## src/rtl/instruction_fetch.sv

```systemverilog
// Instruction fetch unit: sequences the PC, captures words from a combinational
// instruction memory and hands them to decode over a valid/ready handshake.
module instruction_fetch #(
   parameter int unsigned ADDR_W = 8,
   parameter int unsigned DATA_W = 32,
   parameter logic [ADDR_W-1:0] RESET_PC = '0,
   parameter logic [DATA_W-1:0] HALT_WORD = '1
) (
   input  logic              clk,
   input  logic              rst,
   input  logic              start,
   output logic [ADDR_W-1:0] inst_address,
   input  logic [DATA_W-1:0] read_data,
   output logic [DATA_W-1:0] instr_out,
   output logic [ADDR_W-1:0] instr_pc,
   output logic              instr_valid,
   input  logic              instr_ready,
   input  logic              branch_taken,
   input  logic [ADDR_W-1:0] branch_target,
   output logic              halted,
   output logic [15:0]       fetch_count
);

   typedef enum logic [1:0] {
      IDLE,
      FETCH,
      HALTED
   } state_t;

   state_t            state_q;
   logic [ADDR_W-1:0] pc_q;
   logic [ADDR_W-1:0] pc_inc_d;
   logic [DATA_W-1:0] instr_q;
   logic [ADDR_W-1:0] ipc_q;
   logic              valid_q;
   logic              halted_q;
   logic [15:0]       cnt_q;
   logic              hs;
   logic              slot_free;
   logic              is_halt;

   always_comb begin
      hs        = valid_q & instr_ready;
      slot_free = !valid_q | hs;
      is_halt   = (read_data == HALT_WORD);
      pc_inc_d  = pc_q + {{(ADDR_W-1){1'b0}}, 1'b1};
   end

   always_ff @(posedge clk or posedge rst) begin
      if (rst) begin
         state_q  <= IDLE;
         pc_q     <= RESET_PC;
         instr_q  <= '0;
         ipc_q    <= '0;
         valid_q  <= 1'b0;
         halted_q <= 1'b0;
         cnt_q    <= '0;
      end else begin
         if (hs && cnt_q != 16'hFFFF) begin
            cnt_q <= cnt_q + 16'd1;
         end
         unique case (state_q)
            IDLE: begin
               if (start) begin
                  state_q <= FETCH;
               end
            end
            FETCH: begin
               // A redirect discards the held word even if it is being consumed.
               if (branch_taken) begin
                  pc_q    <= branch_target;
                  valid_q <= 1'b0;
               end else if (slot_free) begin
                  instr_q <= read_data;
                  ipc_q   <= pc_q;
                  valid_q <= 1'b1;
                  if (is_halt) begin
                     state_q  <= HALTED;
                     halted_q <= 1'b1;
                  end else begin
                     pc_q <= pc_inc_d;
                  end
               end
            end
            HALTED: begin
               if (start) begin
                  pc_q     <= RESET_PC;
                  valid_q  <= 1'b0;
                  halted_q <= 1'b0;
                  state_q  <= FETCH;
               end else if (hs) begin
                  valid_q <= 1'b0;
               end
            end
            default: begin
               state_q <= IDLE;
            end
         endcase
      end
   end

   assign inst_address = pc_q;
   assign instr_out    = instr_q;
   assign instr_pc     = ipc_q;
   assign instr_valid  = valid_q;
   assign halted       = halted_q;
   assign fetch_count  = cnt_q;

endmodule

```

## config.mk

```make
export PLATFORM = sky130hd
export DESIGN_NAME = instruction_fetch
export DESIGN_NICKNAME = d
export VERILOG_FILES = /design/src/rtl/instruction_fetch.sv
export SDC_FILE = /design/constraint.sdc
export NUM_CORES = 1
export LEC_CHECK = 0
export CAP_MARGIN = 20
export CORE_ASPECT_RATIO = 0.75
export CORE_MARGIN = 2
export CORE_UTILIZATION = 49
export CTS_CLUSTER_DIAMETER = 150
export DETAILED_ROUTE_END_ITERATION = 8
export HOLD_SLACK_MARGIN = 0.15
export PLACE_DENSITY = 0.9
export RECOVER_POWER = 100
export SLEW_MARGIN = 20
export SYNTH_ARGS = -nofsm -noshare
export SYNTH_HDL_FRONTEND = slang
export SYNTH_SLANG_ARGS = --single-unit
export TNS_END_PERCENT = 10
```

## constraint.sdc

```tcl
create_clock -name clk -period 3.28 [get_ports clk]
set_clock_uncertainty 0.1 [all_clocks]
set_input_delay 0.656 -clock clk [delete_from_list [all_inputs] [get_ports clk]]
set_output_delay 0.656 -clock clk [all_outputs]
set_load 0.005 [all_outputs]
```

-- Word level (Yosys, flattened, before mapping)
Index checks and enable logic that the tools add are counted.
- output and inout bits: 66
- flip-flop bits (word level): 68
- input bits: 45
- word-level logic and storage cells: 54
- reduce and logical (&&, ||, !) cells: 10
- eq/ne operators: 12
- mux-type cells: 20
- bitwise logic cells: 3
- add/subtract/negate cells: 2
- operators with widths (operator ; number):
    $eq A32 B32 Y1 const B ; 1
    $mux W8 ; 4
    $add A16 B1 Y16 const B ; 1
    $ne A16 B16 Y1 const B ; 1
    $pmux W8 S2 ; 1
    $ne A3 B3 Y1 const B ; 3
    $add A8 B1 Y8 const B ; 1
    $mux W1 ; 8
    $mux W2 ; 4
    $ne A2 B2 Y1 const B ; 4
    $reduce_and A4 Y1 ; 2
    $reduce_and A3 Y1 ; 2
    $reduce_and A5 Y1 ; 1
    $pmux W1 S2 ; 2
    $pmux W2 S2 ; 1
    $eq A2 B1 Y1 const B ; 1
    $eq A2 B2 Y1 const B ; 1
    $logic_not A2 Y1 ; 1
    $ne A2 B1 Y1 const B ; 1
    $reduce_bool A2 Y1 ; 1
    $reduce_or A2 Y1 ; 1
    $and A1 B1 Y1 ; 1
    $logic_and A1 B1 Y1 ; 1
    $logic_not A1 Y1 ; 1
    other kinds (2) ; 2

-- Longest topological paths before layout
Gate-level depths: netlist (run 1).
- depth after elaboration: 5
- gate-level depth with buffers: 6
- mapped depth without buffers: 6

-- Worst setup path after synthesis (run 1)
OpenSTA, ideal clock, no wires.
- path kind: input-to-reg
- from: in read_data[11]
- to: reg pc_q[4], in the netlist inst_address[4]
- path slack: 1.381 ns
- required time: 3.039 ns
- path buffers: 0
- library setup time: 0.141 ns
- stages on the path: 5
- arrival time: 1.657 ns
- path through: nand4_1 nor4_4 a21oi_1 o21ai_4 o221ai_1
- word-level cells in the longest chain between the ends: 3
- RTL lines (element ; RTL line ; text):
    start, declared ; 13 ; input logic [DATA_W-1:0] read_data,
    $eq A32 B32 Y1 ; 45 ; is_halt = (read_data == HALT_WORD);
    $ne A3 B3 Y1 (no line) ; n/a ;
    $reduce_and A4 Y1 (no line) ; n/a ;
    end signal, assigned ; 71 ; pc_q <= branch_target;
    end signal, assigned ; 81 ; pc_q <= pc_inc_d;
    end, declared ; 31 ; logic [ADDR_W-1:0] pc_q;
No other way between the ends.
A chain may end at the register's enable or synchronous reset.

-- Worst setup path in the final report (run 1)
- from: in branch_taken
- to: reg pc_q[0], in the netlist inst_address[0]
- word-level cells in the longest chain between the ends: 2
- elaborated cells on any way between the ends: 5
- classes of those cells: eq/ne (2); mux (2); reduce/logical (1)
- RTL lines (element ; RTL line ; text):
    start, declared ; 18 ; input logic branch_taken,
    $ne A3 B3 Y1 (no line) or $mux W8 (tied branches) ; n/a ;
    $reduce_and A4 Y1 (no line) or $pmux W8 S2 (tied branches) ; n/a ;
Parallel ways exist; a longest one is shown, timed or not.

==> impl_results.md, run 1 <==
* CP Data Arrival Time at 2.61 ns
* Vias in the first global route at 2550
* Count leader, synth: dfrtp_1
* Post-CTS sizing at 0
* RSZ-0062 raised after global routing: no
* Fin Setup TNS at 0 ns
* Synth top area share at 0.5290
* Minimum clock period at between 2 and 2.5 ns
* Number of nets in the layout at 415
* CTS clk-pin slew, worst paths at 0.06 ns
* Initial core utilization at 0.5091
* Total number of vias at 2490
* DR DRC count at 0
* TritonCTS buffer count at 9
* Top delay family on crit path: compound AO/OA/AOI/OAI gates
* Vias per inst at around 5.5
* Post-Syn Area at 3217 um2
* Detailed Routing Iterations Pass 1 at 4
* Pin count of the biggest net entering global routing at 41
* Post-synth top flop: dfrtp_1
* Final wirelength at a little under 8000 um
* EDFF count, synth at 0
* Avg Cell Area, Syn at between 10 and 15 um2
* Final instance area at 4453 um2
* Clock sinks at between 60 and 70
* Worst skew pair latency at about 0.33 ns
* Post-CTS setup buffer count at 0
* Remaining antenna violation count at 0
* Post-place setup slack at around 0.62 ns
* CP Class: input port to register
* Total power at 2.134 mW
* Die ar. at 7236 um2
* Core area at 6319 um2
* HP Class: register to register
* RePlAce Congestion at 0.8405
* Grt met3 use at 0.08271
* Met2 Track Usage GR at 0.3739
* Max stage delay on crit path at 0.63 ns
* Total GRT Usage at 0.2337
* Synth unique cells at 48
* CP Cell Sequence: clkdlybuf4s50_1 > buf_4 > nor3b_1 > o21ai_0 > nor2_1 > o31ai_1 > a31oi_1
* CP Launch Type: input port
* Setup-failing EPs final at 0
* Crit path depth at 7
* Met1 usage at 0.2993
* Hold Path Stages at 1
* # rows at 25
* DIE WIDTH at 97.56 um
* Post-detail-place hpwl at around 6000 um
* Slew @ Worst Pin at roughly 1.1 ns
* H-tree depth at 3
* P_leak at 1.973 nW
* Run status: finished clean
* Crit path required time at approximately 3.4 ns
* Detailed Route Iter0 Violations at 77
* Synthesized flop and latch total at between 60 and 70
* Pwr Density at approximately 480 nW/um2
* Share of post-route cells with drive strength above 1 at 0.1351
* I/O Buffers at 110
* F_max at 0.4008 GHz
* DR WL/cell at about 17 um
* Initial antenna violation count at 0
* CTS tree: built
* Syn. warnings at 0
* Hold Vio Cnt, Final at 0
* Synth top cells by count: dfrtp_1 (68), mux2_2 (23), mux2_4 (18), nand4_1 (14)
* Slew HR at 0.2455
* Buf/Inv on CP at 2
* GR peak layer: met2
* Worst ir drop on vdd at 282.6 uV
* Reg2Reg Depth at 6
* Max Buffers Root-to-Sink at 2
* Total grt overflow at 0
* Area post-placement at 4413 um2
* Largest cells by area after synthesis: dfrtp_1 (53%), mux2_4 (8.4%), mux2_2 (8.1%)
* Seq/Total Area, Yosys at 0.5290
* CTS hold repair buffers at 0
* Area leader, netlist: dfrtp_1
* Non-filler cells, final at 451
* Final core utilization at 0.7048
* Clock root buffer: clkbuf_8
* Antenna diodes at 0
* Mapped Cells at 251
* Crit path max fanout at 21
* Critical path capture point type: register
* Final period utilization at 0.7607
* Ys async rst share at 1.000
* Post-Syn Nets at 298
* Hold Slack at 0.3894 ns
* Total I/O pin count at 111
* Area delta synth->final at 38.43%
* Crit-path slowest cell: o21ai_0
* Die extent in y at 74.17 um
* Cells after DPL at 438
* Pins Over Slew Limit at 0
* Max Cap Violations at 0
* Worst Setup Slack, final at approximately 0.78 ns
* Global-route wire length before repair at ~13000 um
==> routing by layer <==
layer  up-vias  share of wire
li1       1160              -
met1      1211           0.45
met2       104           0.45
met3        15          0.076
met4         0          0.019
met5         -              0
==> worst paths after layout <==
kind | from | slack [ns] | to
max reg2reg | fetch_count[0]$_DFFE_PP0P_ | 1.00 | fetch_count[8]$_DFFE_PP0P_
min reg2reg | instr_out[3]$_DFFE_PP0P_ | 0.39 | instr_out[3]$_DFFE_PP0P_
max in group asynchronous | rst | 1.34 | inst_address[2]$_DFFE_PP0P_
max | branch_taken | 0.78 | inst_address[0]$_DFFE_PP0P_
min | instr_out[3]$_DFFE_PP0P_ | 0.39 | instr_out[3]$_DFFE_PP0P_
min in group asynchronous | rst | 0.96 | instr_out[11]$_DFFE_PP0P_
==> worst register-to-register path: stages, from the launching register on <==
cell and delay [ns]:
dfrtp_1 0.42, ha_1 0.27, nand4_1 0.18, nor4_1 0.49, nor2_1 0.27, and4_1 0.29
xor2_1 0.14
==> sequential cells by signal, indices dropped and copies added (netlist names) <==
signal / flops
fetch_count: 16
instr_pc: 8
halted: 1
state_q: 2
instr_out: 32
inst_address: 8
instr_valid: 1
==> cells in the final DEF, fill, tap and decap left out, types with 3 or more instances in the layout <==
master and n:
dlygate4sd3_1 69, clkdlybuf4s50_1 41, o21ai_0 4, nor3_1 7, clkbuf_8 9, nor2_1 7
mux2_1 16, xor2_1 5, a21oi_1 5, nand4_2 3, o22ai_1 6, mux2_2 23
xnor2_1 11, nand3_1 11, dfrtp_1 68, inv_1 9, nand4_1 14, and3_1 10
nand2_1 9
==> layout make-up <==
| cell class | count | area [um2] |
|---|---|---|
| Inverter | 9 | 33.78 |
| Sequential cell | 68 | 1702 |
| Clock inverter | 3 | 17.52 |
| Tap cell | 81 | 101.3 |
| Fill cell | 466 | 1866 |
| Clock buffer | 10 | 127.6 |
| Timing Repair Buffer | 114 | 1141 |
| Multi-Input combinational cell | 166 | 1330 |
==> report_power, final <==
part / switching, mW / leakage, nW / internal, mW
clock network: 0.281 / 0.0739 / 0.259
registers: 0.111 / 0.831 / 0.961
logic: 0.202 / 1.07 / 0.320
total: 0.594 / 1.97 / 1.54
==> logic make-up after synthesis <==
family,count (synthesis),synth area share
adders and majority gates,2,0.007778
buffers and inverters,17,0.02722
AOI/OAI and AO/OA,27,0.06029
DFF,68,0.5290
muxes,43,0.1708
xor gates and xnor gates,16,0.04356
and+or+nand+nor,78,0.1614
No activity file was read; power rests on OpenSTA's default activity.
==> run 2, diff against run 1 <==
--- a/config.mk
+++ b/config.mk
@@ -8,11 +8,11 @@
 export CAP_MARGIN = 20
 export CORE_ASPECT_RATIO = 0.75
 export CORE_MARGIN = 2
-export CORE_UTILIZATION = 49
+export CORE_UTILIZATION = 41
 export CTS_CLUSTER_DIAMETER = 150
 export DETAILED_ROUTE_END_ITERATION = 8
 export HOLD_SLACK_MARGIN = 0.15
-export PLACE_DENSITY = 0.9
+export PLACE_DENSITY = 0.8
 export RECOVER_POWER = 100
 export SLEW_MARGIN = 20
 export SYNTH_ARGS = -nofsm -noshare
==> constraint.sdc (replaced) <==
create_clock -name clk -period 2.2 [get_ports clk]
set_clock_uncertainty 0.1 [all_clocks]
set_input_delay 0.44 -clock clk [delete_from_list [all_inputs] [get_ports clk]]
set_output_delay 0.44 -clock clk [all_outputs]
set_load 0.005 [all_outputs]
==> impl_results.md, run 2 (same netlist as run 1, synthesis figures left out) <==
* Total grt overflow at 0 (unchanged)
* Critical path capture point type: register
* Slew HR at 0.3618 (+0.1163)
* Vias per inst at 5.186 (-6.1%)
* Remaining antenna violation count at 0 (unchanged)
* Detailed Routing Iterations Pass 1 at 4 (unchanged)
* Switching power at 0.9277 mW (+56%)
* Post-place setup slack at -0.1695 ns (-0.7873 ns)
* RePlAce Congestion at 0.8263 (-1.7%)
* Initial antenna violation count at 0 (unchanged)
* Pins Over Slew Limit at 0 (unchanged)
* Worst ir drop on vdd at 446.1 uV (+58%)
* Slew @ Worst Pin at 0.9573 ns (-0.1732 ns)
* F_max at 0.4827 GHz
* Buf/Inv on CP at 2 (unchanged)
* CP Cell Sequence: clkdlybuf4s50_1 > nand4_2 > nor4_1 > buf_4 > nand2_2 > o31a_1 > o221ai_2
* Total I/O pin count at 111 (unchanged)
* Final wirelength at 7414 um (-5.4%)
* Pwr Density at 746.7 nW/um2 (+56%)
* RSZ-0062 raised after global routing: no
* P_leak at 2.059 nW (+4.4%)
* Cell Int Power at 2.557 mW (+66%)
* DIE WIDTH at 106.3 um (+8.9%)
* Max reg flops at 32 (unchanged)
* Crit path max fanout at 8 (-62%)
* Max Cap Violations at 0 (unchanged)
* CP Data Arrival Time at 2.24 ns (-0.37 ns)
* Crit path required time at 2.37 ns (-1.02 ns)
* Fill count at 624 (+34%)
* Setup-failing EPs final at 0 (unchanged)
* I/O Buffers at 110 (unchanged)
* Run status: finished clean
* CP Launch Type: input port
* Hold Vio Cnt, Final at 0 (unchanged)
* Max stage delay on crit path at 0.50 ns (-0.13 ns)
* Detailed Route Iter0 Violations at 65 (-16%)
* Clock root buffer: clkbuf_8
* Antenna diodes at 0 (unchanged)
* Share of post-route cells with drive strength above 1 at 0.1809 (+0.04574)
* Post-CTS sizing at 0 (unchanged)
* Max Buffers Root-to-Sink at 2 (unchanged)
* Clk pwr share at 0.319 (+0.066)
* Global-route wire length before repair at 12700 um (-3.1%)
* DR DRC count at 0 (unchanged)
* Minimum clock period at around 2.1 ns
* CP Class: input port to register
* CTS hold repair buffers at 0 (unchanged)
* CTS tree: built
* DR WL/cell at 15.19 um (-13%)
* Initial core utilization at 0.4309 (-0.07824)
* # rows at 27 (+8.0%)
* Top delay family on crit path: buffers and inverters
* Sequential Power Share at 0.455 (-0.047)
* Area delta synth->final at 45.08%
* HP Class: register to register
* Total number of vias at 2531 (+1.6%)
* Worst Setup Slack, final at 0.1282 ns (-0.6566 ns)
* Final period utilization at 0.9417
* CTS clk-pin slew, worst paths at 0.07 ns (about the same)
* Commonest non-fill, non-tap cells in the layout: dfrtp_1 (68), dlygate4sd3_1 (68), clkdlybuf4s50_1 (42)
* Final core utilization at 0.6251 (-0.07965)
* Fin Setup TNS at 0 ns (unchanged)
* Crit-path slowest cell: clkdlybuf4s50_1
* H-tree depth at 3 (unchanged)
* Combinational share of power at 0.226 (-0.019)
* Pin count of the biggest net entering global routing at 41 (unchanged)
* Post-CTS setup buffer count at 0 (unchanged)
* TritonCTS buffer count at 9 (unchanged)
* Total GRT Usage at 0.1924 (-0.04124)
* Die extent in y at 80.71 um (+8.8%)
* Post-detail-place hpwl at 5695 um (-3.8%)
* Hold Slack at 0.3812 ns (-0.008212 ns)
* Clock sinks at 68 (unchanged)
* Core area at 7466 um2 (+18%)
* Net Sw Frac at 0.2662 (-0.01225)
* Number of nets in the layout at 429 (+3.4%)
* Worst skew pair latency at 0.35 ns (+0.02 ns)
* Die ar. at 8578 um2 (+19%)
* Vias in the first global route at 2523 (-1.1%)
[run 2: layout make-up]
| cell class | instances | area (um2) | share of cell area |
|---|---|---|---|
| flip-flops and latches | 68 | 1702 | 0.3646 |
| multi-input cells | 166 | 1349 | 0.2890 |
| repair buffers | 128 | 1236 | 0.2649 |
| clock buffers | 10 | 127.6 | 0.02735 |
| well taps | 101 | 126.4 | 0.02708 |
| clock inverters | 6 | 88.84 | 0.01903 |
| inverters | 9 | 37.54 | 0.008043 |
[run 2: path summary, 6_finish.rpt]
| kind | start | end | slack [ns] | depth (start not counted) |
|---|---|---|---|---|
| worst min-delay path | halted$_DFFE_PP0P_ | halted$_DFFE_PP0P_ | 0.38 | 2 |
| max in group asynchronous | rst | instr_pc[7]$_DFFE_PP0P_ | 0.60 | 3 |
| worst max register to register | fetch_count[0]$_DFFE_PP0P_ | fetch_count[8]$_DFFE_PP0P_ | 0.22 | 6 |
| worst min register to register | halted$_DFFE_PP0P_ | halted$_DFFE_PP0P_ | 0.38 | 2 |
| worst max-delay path | read_data[14] | inst_address[5]$_DFFE_PP0P_ | 0.13 | 7 |
| min in group asynchronous | rst | instr_out[10]$_DFFE_PP0P_ | 0.69 | 3 |
[run 2: routing by layer]
metal	share of wire	routed length [um]	vias to the layer above	track usage
met3	0.072	536	10	0.07386
met2	0.46	3392	82	0.2904
met4	0.013	99	0	0.05921
met5	0	0	-	0
li1	-	-	1191	-
met1	0.46	3386	1248	0.2579
[run 2: tightest hold or removal path: stages (launching register included)]
cell     delay, ns
dfrtp_1       0.34
nand2_1       0.04
o21ai_0       0.06
[run 2: per-stage QoR]
stage	cells	power, mW	cell area, um2
3_5_place_dp	472	2.547	4572
6_report	488	3.485	4667
4_1_cts	488	3.670	4788
3_3_place_gp	472	2.524	4572
5_1_grt	488	3.698	4667
2_1_floorplan	251	1.972	3221
[run 2: power by group through the flow]
stage	combinational (mW)	sequential (mW)	clock [mW]
after floorplan	0.362	1.61	0
after global placement	0.912	1.61	0
after detailed placement	0.926	1.62	0
after CTS	0.931	1.60	1.14
after global routing	0.871	1.62	1.21
final	0.787	1.58	1.11
==> run 3, diff against run 2 <==
--- a/config.mk
+++ b/config.mk
@@ -5,14 +5,15 @@
 export SDC_FILE = /design/constraint.sdc
 export NUM_CORES = 1
 export LEC_CHECK = 0
+export ABC_AREA = 1
 export CAP_MARGIN = 20
 export CORE_ASPECT_RATIO = 0.75
 export CORE_MARGIN = 2
-export CORE_UTILIZATION = 41
+export CORE_UTILIZATION = 42
 export CTS_CLUSTER_DIAMETER = 150
 export DETAILED_ROUTE_END_ITERATION = 8
 export HOLD_SLACK_MARGIN = 0.15
-export PLACE_DENSITY = 0.8
+export PLACE_DENSITY = 0.81
 export RECOVER_POWER = 100
 export SLEW_MARGIN = 20
 export SYNTH_ARGS = -nofsm -noshare
==> impl_results.md, run 3 <==
* Run status: finished clean
* Compound-gate portion of the synthesized area at 0.07228 (+0.01199)
* Crit-path slowest cell: dlygate4sd3_1
* Total I/O pin count at 111 (unchanged)
* Final wirelength at 8081 um (+9.0%)
* P_leak at 2.116 nW (+2.8%)
* Reg2Reg Depth at 8 (+2)
* Initial core utilization at 0.4302 (-0.0007039)
* Switching power at 1.923 mW (+110%)
* Sequential Power Share at 0.399 (-0.056)
* Crit path from: instr_ready
* Vias in the first global route at 2866 (+14%)
* Combinational share of power at 0.434 (+0.208)
* Initial antenna violation count at 0 (unchanged)
* Synth top cells by count: nand2_1 (102), dfrtp_1 (68), mux2_2 (35), inv_1 (32), nor2_1 (31)
* Max Buffers Root-to-Sink at 2 (unchanged)
* Hold Slack at 0.3769 ns (-0.004274 ns)
* Commonest non-fill, non-tap cells in the layout: nand2_1 (105), dlygate4sd3_1 (69), dfrtp_1 (68)
* CP endpoint: instr_out[22]$_DFFE_PP0P_
* Total power at 5.506 mW (+58%)
* CTS hold repair buffers at 0 (unchanged)
* Number of nets in the layout at 527 (+23%)
* Most frequent cell on the critical path: nor2_1
* Post-Synth Adder-Cell Area at 0.007413 (-0.0003662)
* Area delta synth->final at 39.47%
* Worst ir drop on vdd at 702.9 uV (+58%)
* Total number of vias at 2907 (+15%)
* Remaining antenna violation count at 0 (unchanged)
* Clock root buffer: clkbuf_8
* Max reg flops at 32 (unchanged)
* CP Data Arrival Time at 2.17 ns (-0.07 ns)
* HP Class: register to register
* Synth unique cells at 28 (-42%)
* Commonest non-fill, non-tap cell in the layout: nand2_1
* Area leader, netlist: dfrtp_1
* DR DRC count at 0 (unchanged)
* CTS clk-pin slew, worst paths at 0.07 ns (about the same)
* Die extent in y at 81.64 um (+1.2%)
* Cell Int Power at 3.584 mW (+40%)
* DR WL/cell at 13.72 um (-9.7%)
* EDFF count, synth at 0 (unchanged)
* Pin count of the biggest net entering global routing at 69 (+68%)
* Slew @ Worst Pin at 0.9109 ns (-0.04643 ns)
* Setup-failing EPs final at 0 (unchanged)
* Main combinational cell family by area after synthesis: simple AND/OR/NAND/NOR gates
* Die ar. at 8778 um2 (+2.3%)
* Worst skew pair latency at 0.34 ns (about the same)
* Pwr Density at 1170 nW/um2 (+57%)
* Total grt overflow at 0 (unchanged)
* Detailed Route Iter0 Violations at 135 (+110%)
* Crit path depth at 6 (-1)
* Post-detail-place hpwl at 6117 um (+7.4%)
* CTS tree: built
* Seq/Total Area, Yosys at 0.5041 (-0.02490)
* CP Launch Type: input port
* Post-Synth XOR/XNOR Area at 0.02595 (-0.01762)
* Detailed Routing Iterations Pass 1 at 4 (unchanged)
* Post-Syn Nets at 411 (+38%)
* CP Class: input port to register
* F_max at 0.4874 GHz (+0.98%)
* Post-Syn Area at 3376 um2 (+4.9%)
* Avg Cell Area, Syn at 9.274 um2 (-28%)
* Antenna diodes at 0 (unchanged)
* Mux contribution to synthesized area at 0.1168 (-0.05400)
* Buf/Inv on CP at 2 (unchanged)
* Slew HR at 0.3928 (+0.03096)
* Clock sinks at 68 (unchanged)
* H-tree depth at 3 (unchanged)
* TritonCTS buffer count at 9 (unchanged)
* Max stage delay on crit path at 0.57 ns (+0.07 ns)
* DIE WIDTH at 107.5 um (+1.2%)
* Origin of the critical flop-to-flop path: fetch_count[0]$_DFFE_PP0P_
* RSZ-0062 raised after global routing: no
* CP Cell Sequence: dlygate4sd3_1 > nor2_1 > nor2_1 > nand2_1 > clkbuf_4 > mux2_2
* Ys async rst share at 1.000 (unchanged)
* Synth top area share at 0.5041 (-0.02490)
* Total GRT Usage at 0.2007 (+0.008221)
* RePlAce Congestion at 0.8739 (+5.8%)
* Core area at 7848 um2 (+5.1%)
* Share of post-route cells with drive strength above 1 at 0.1405 (-0.04038)
* Count leader, synth: nand2_1
* Largest cells by area after synthesis: dfrtp_1 (50%), mux2_2 (12%), nand2_1 (11%)
* # rows at 28 (+3.7%)
* Post-CTS sizing at 0 (unchanged)
* Mapped Cells at 364 (+45%)
* Hold Vio Cnt, Final at 0 (unchanged)
* Fin Setup TNS at 0 ns (unchanged)
* Vias per inst at 4.935 (-4.8%)
* Syn. warnings at 0 (unchanged)
* Post-synth top flop: dfrtp_1
* R2r endpoint: fetch_count[14]$_DFFE_PP0P_
* Crit path required time at 2.32 ns (-0.05 ns)
* Minimum clock period at 2.052 ns (-0.02019 ns)
* Max Cap Violations at 0 (unchanged)
* Final core utilization at 0.6000 (-0.02514)
* Global-route wire length before repair at 13680 um (+7.8%)
* Final period utilization at 0.9326 (-0.009178)
* Simple-Gate Fraction of Synth Area at 0.2172 (+0.05578)
* Post-CTS setup buffer count at 0 (unchanged)
* Top delay family on crit path: buffers and inverters
* Clk pwr share at 0.167 (-0.152)
* I/O Buffers at 110 (unchanged)
* Pins Over Slew Limit at 0 (unchanged)
* Net Sw Frac at 0.3492 (+0.08299)
* FF-to-FF setup slack at 0.30 ns (+0.08 ns)
* Synthesized flop and latch total at 68 (unchanged)
* Critical path capture point type: register
* Crit path max fanout at 32 (+24)
-- run 3: changes by cell type after synthesis, sizes merged, moves of 8 or more --
cell | before | now
nand2 | 9 | 107
inv | 9 | 34
nor2 | 7 | 32
o21ai | 5 | 29
nand3 | 11 | 24
nand4 | 17 | 4
and3 | 12 | 0
xnor2 | 11 | 3
-- run 3: layout make-up --
type | instances | area [um2]
clock inverter | 5 | 38.79
tap | 105 | 131.4
timing repair buffer | 114 | 1131
multi-input combinational | 253 | 1434
sequential | 68 | 1702
inverter | 34 | 133.9
fill | 694 | 3139
clock buffer | 10 | 137.6
-- run 3: worst register-to-register path: stages (launching register included) --
cell	delay (ns)
dfrtp_1	0.43
ha_1	0.32
nand3_1	0.21
nor3_2	0.20
nand3_2	0.12
nand2_4	0.13
inv_4	0.12
nand2_1	0.09
o21ai_0	0.08
-- run 3: worst min path at each step --
stage                              start  slack [ns]                         to  cells after the start
2_1_floorplan         halted$_DFFE_PP0P_        0.36         halted$_DFFE_PP0P_                      2
3_3_place_gp          halted$_DFFE_PP0P_        0.36         halted$_DFFE_PP0P_                      2
3_5_place_dp     instr_pc[4]$_DFFE_PP0P_        0.37    instr_pc[4]$_DFFE_PP0P_                      2
4_1_cts          instr_pc[4]$_DFFE_PP0P_        0.39    instr_pc[4]$_DFFE_PP0P_                      2
5_1_grt        instr_out[21]$_DFFE_PP0P_        0.42  instr_out[21]$_DFFE_PP0P_                      1
6_report         instr_pc[4]$_DFFE_PP0P_        0.38    instr_pc[4]$_DFFE_PP0P_                      2
-- run 3: logic make-up after synthesis --
| kind of cell | Yosys count |
|---|---|
| and+or+nand+nor | 171 |
| DFF | 68 |
| buffers and inverters | 43 |
| AOI/OAI and AO/OA | 35 |
| muxes | 35 |
| xor gates and xnor gates | 10 |
| adders and majority gates | 2 |
-- run 3: power groups by stage --
stage / sequential [mW] / combinational, mW / clock, mW
floorplan: 2.21 / 1.32 / 0
global placement: 2.22 / 2.66 / 0
detailed placement: 2.25 / 2.72 / 0
CTS: 2.23 / 2.74 / 0.955
global route: 2.28 / 2.68 / 1.01
finish: 2.20 / 2.39 / 0.918
-- run 3: through the flow --
step	area [um2]	cells	setup slack [ns]
floorplan	3379	364	0.5132
global placement	4607	574	0.08671
detailed placement	4607	574	0.03294
CTS	4783	589	0.2784
global route	4708	589	0.07893
finish	4708	589	0.1484
-- run 3: layer usage --
metal	GRT usage	up-vias	share of wire
met2	0.3145	96	0.45
li1	-	1414	-
met4	0.05769	0	0.012
met5	0	-	0
met3	0.09048	9	0.10
met1	0.2528	1388	0.43
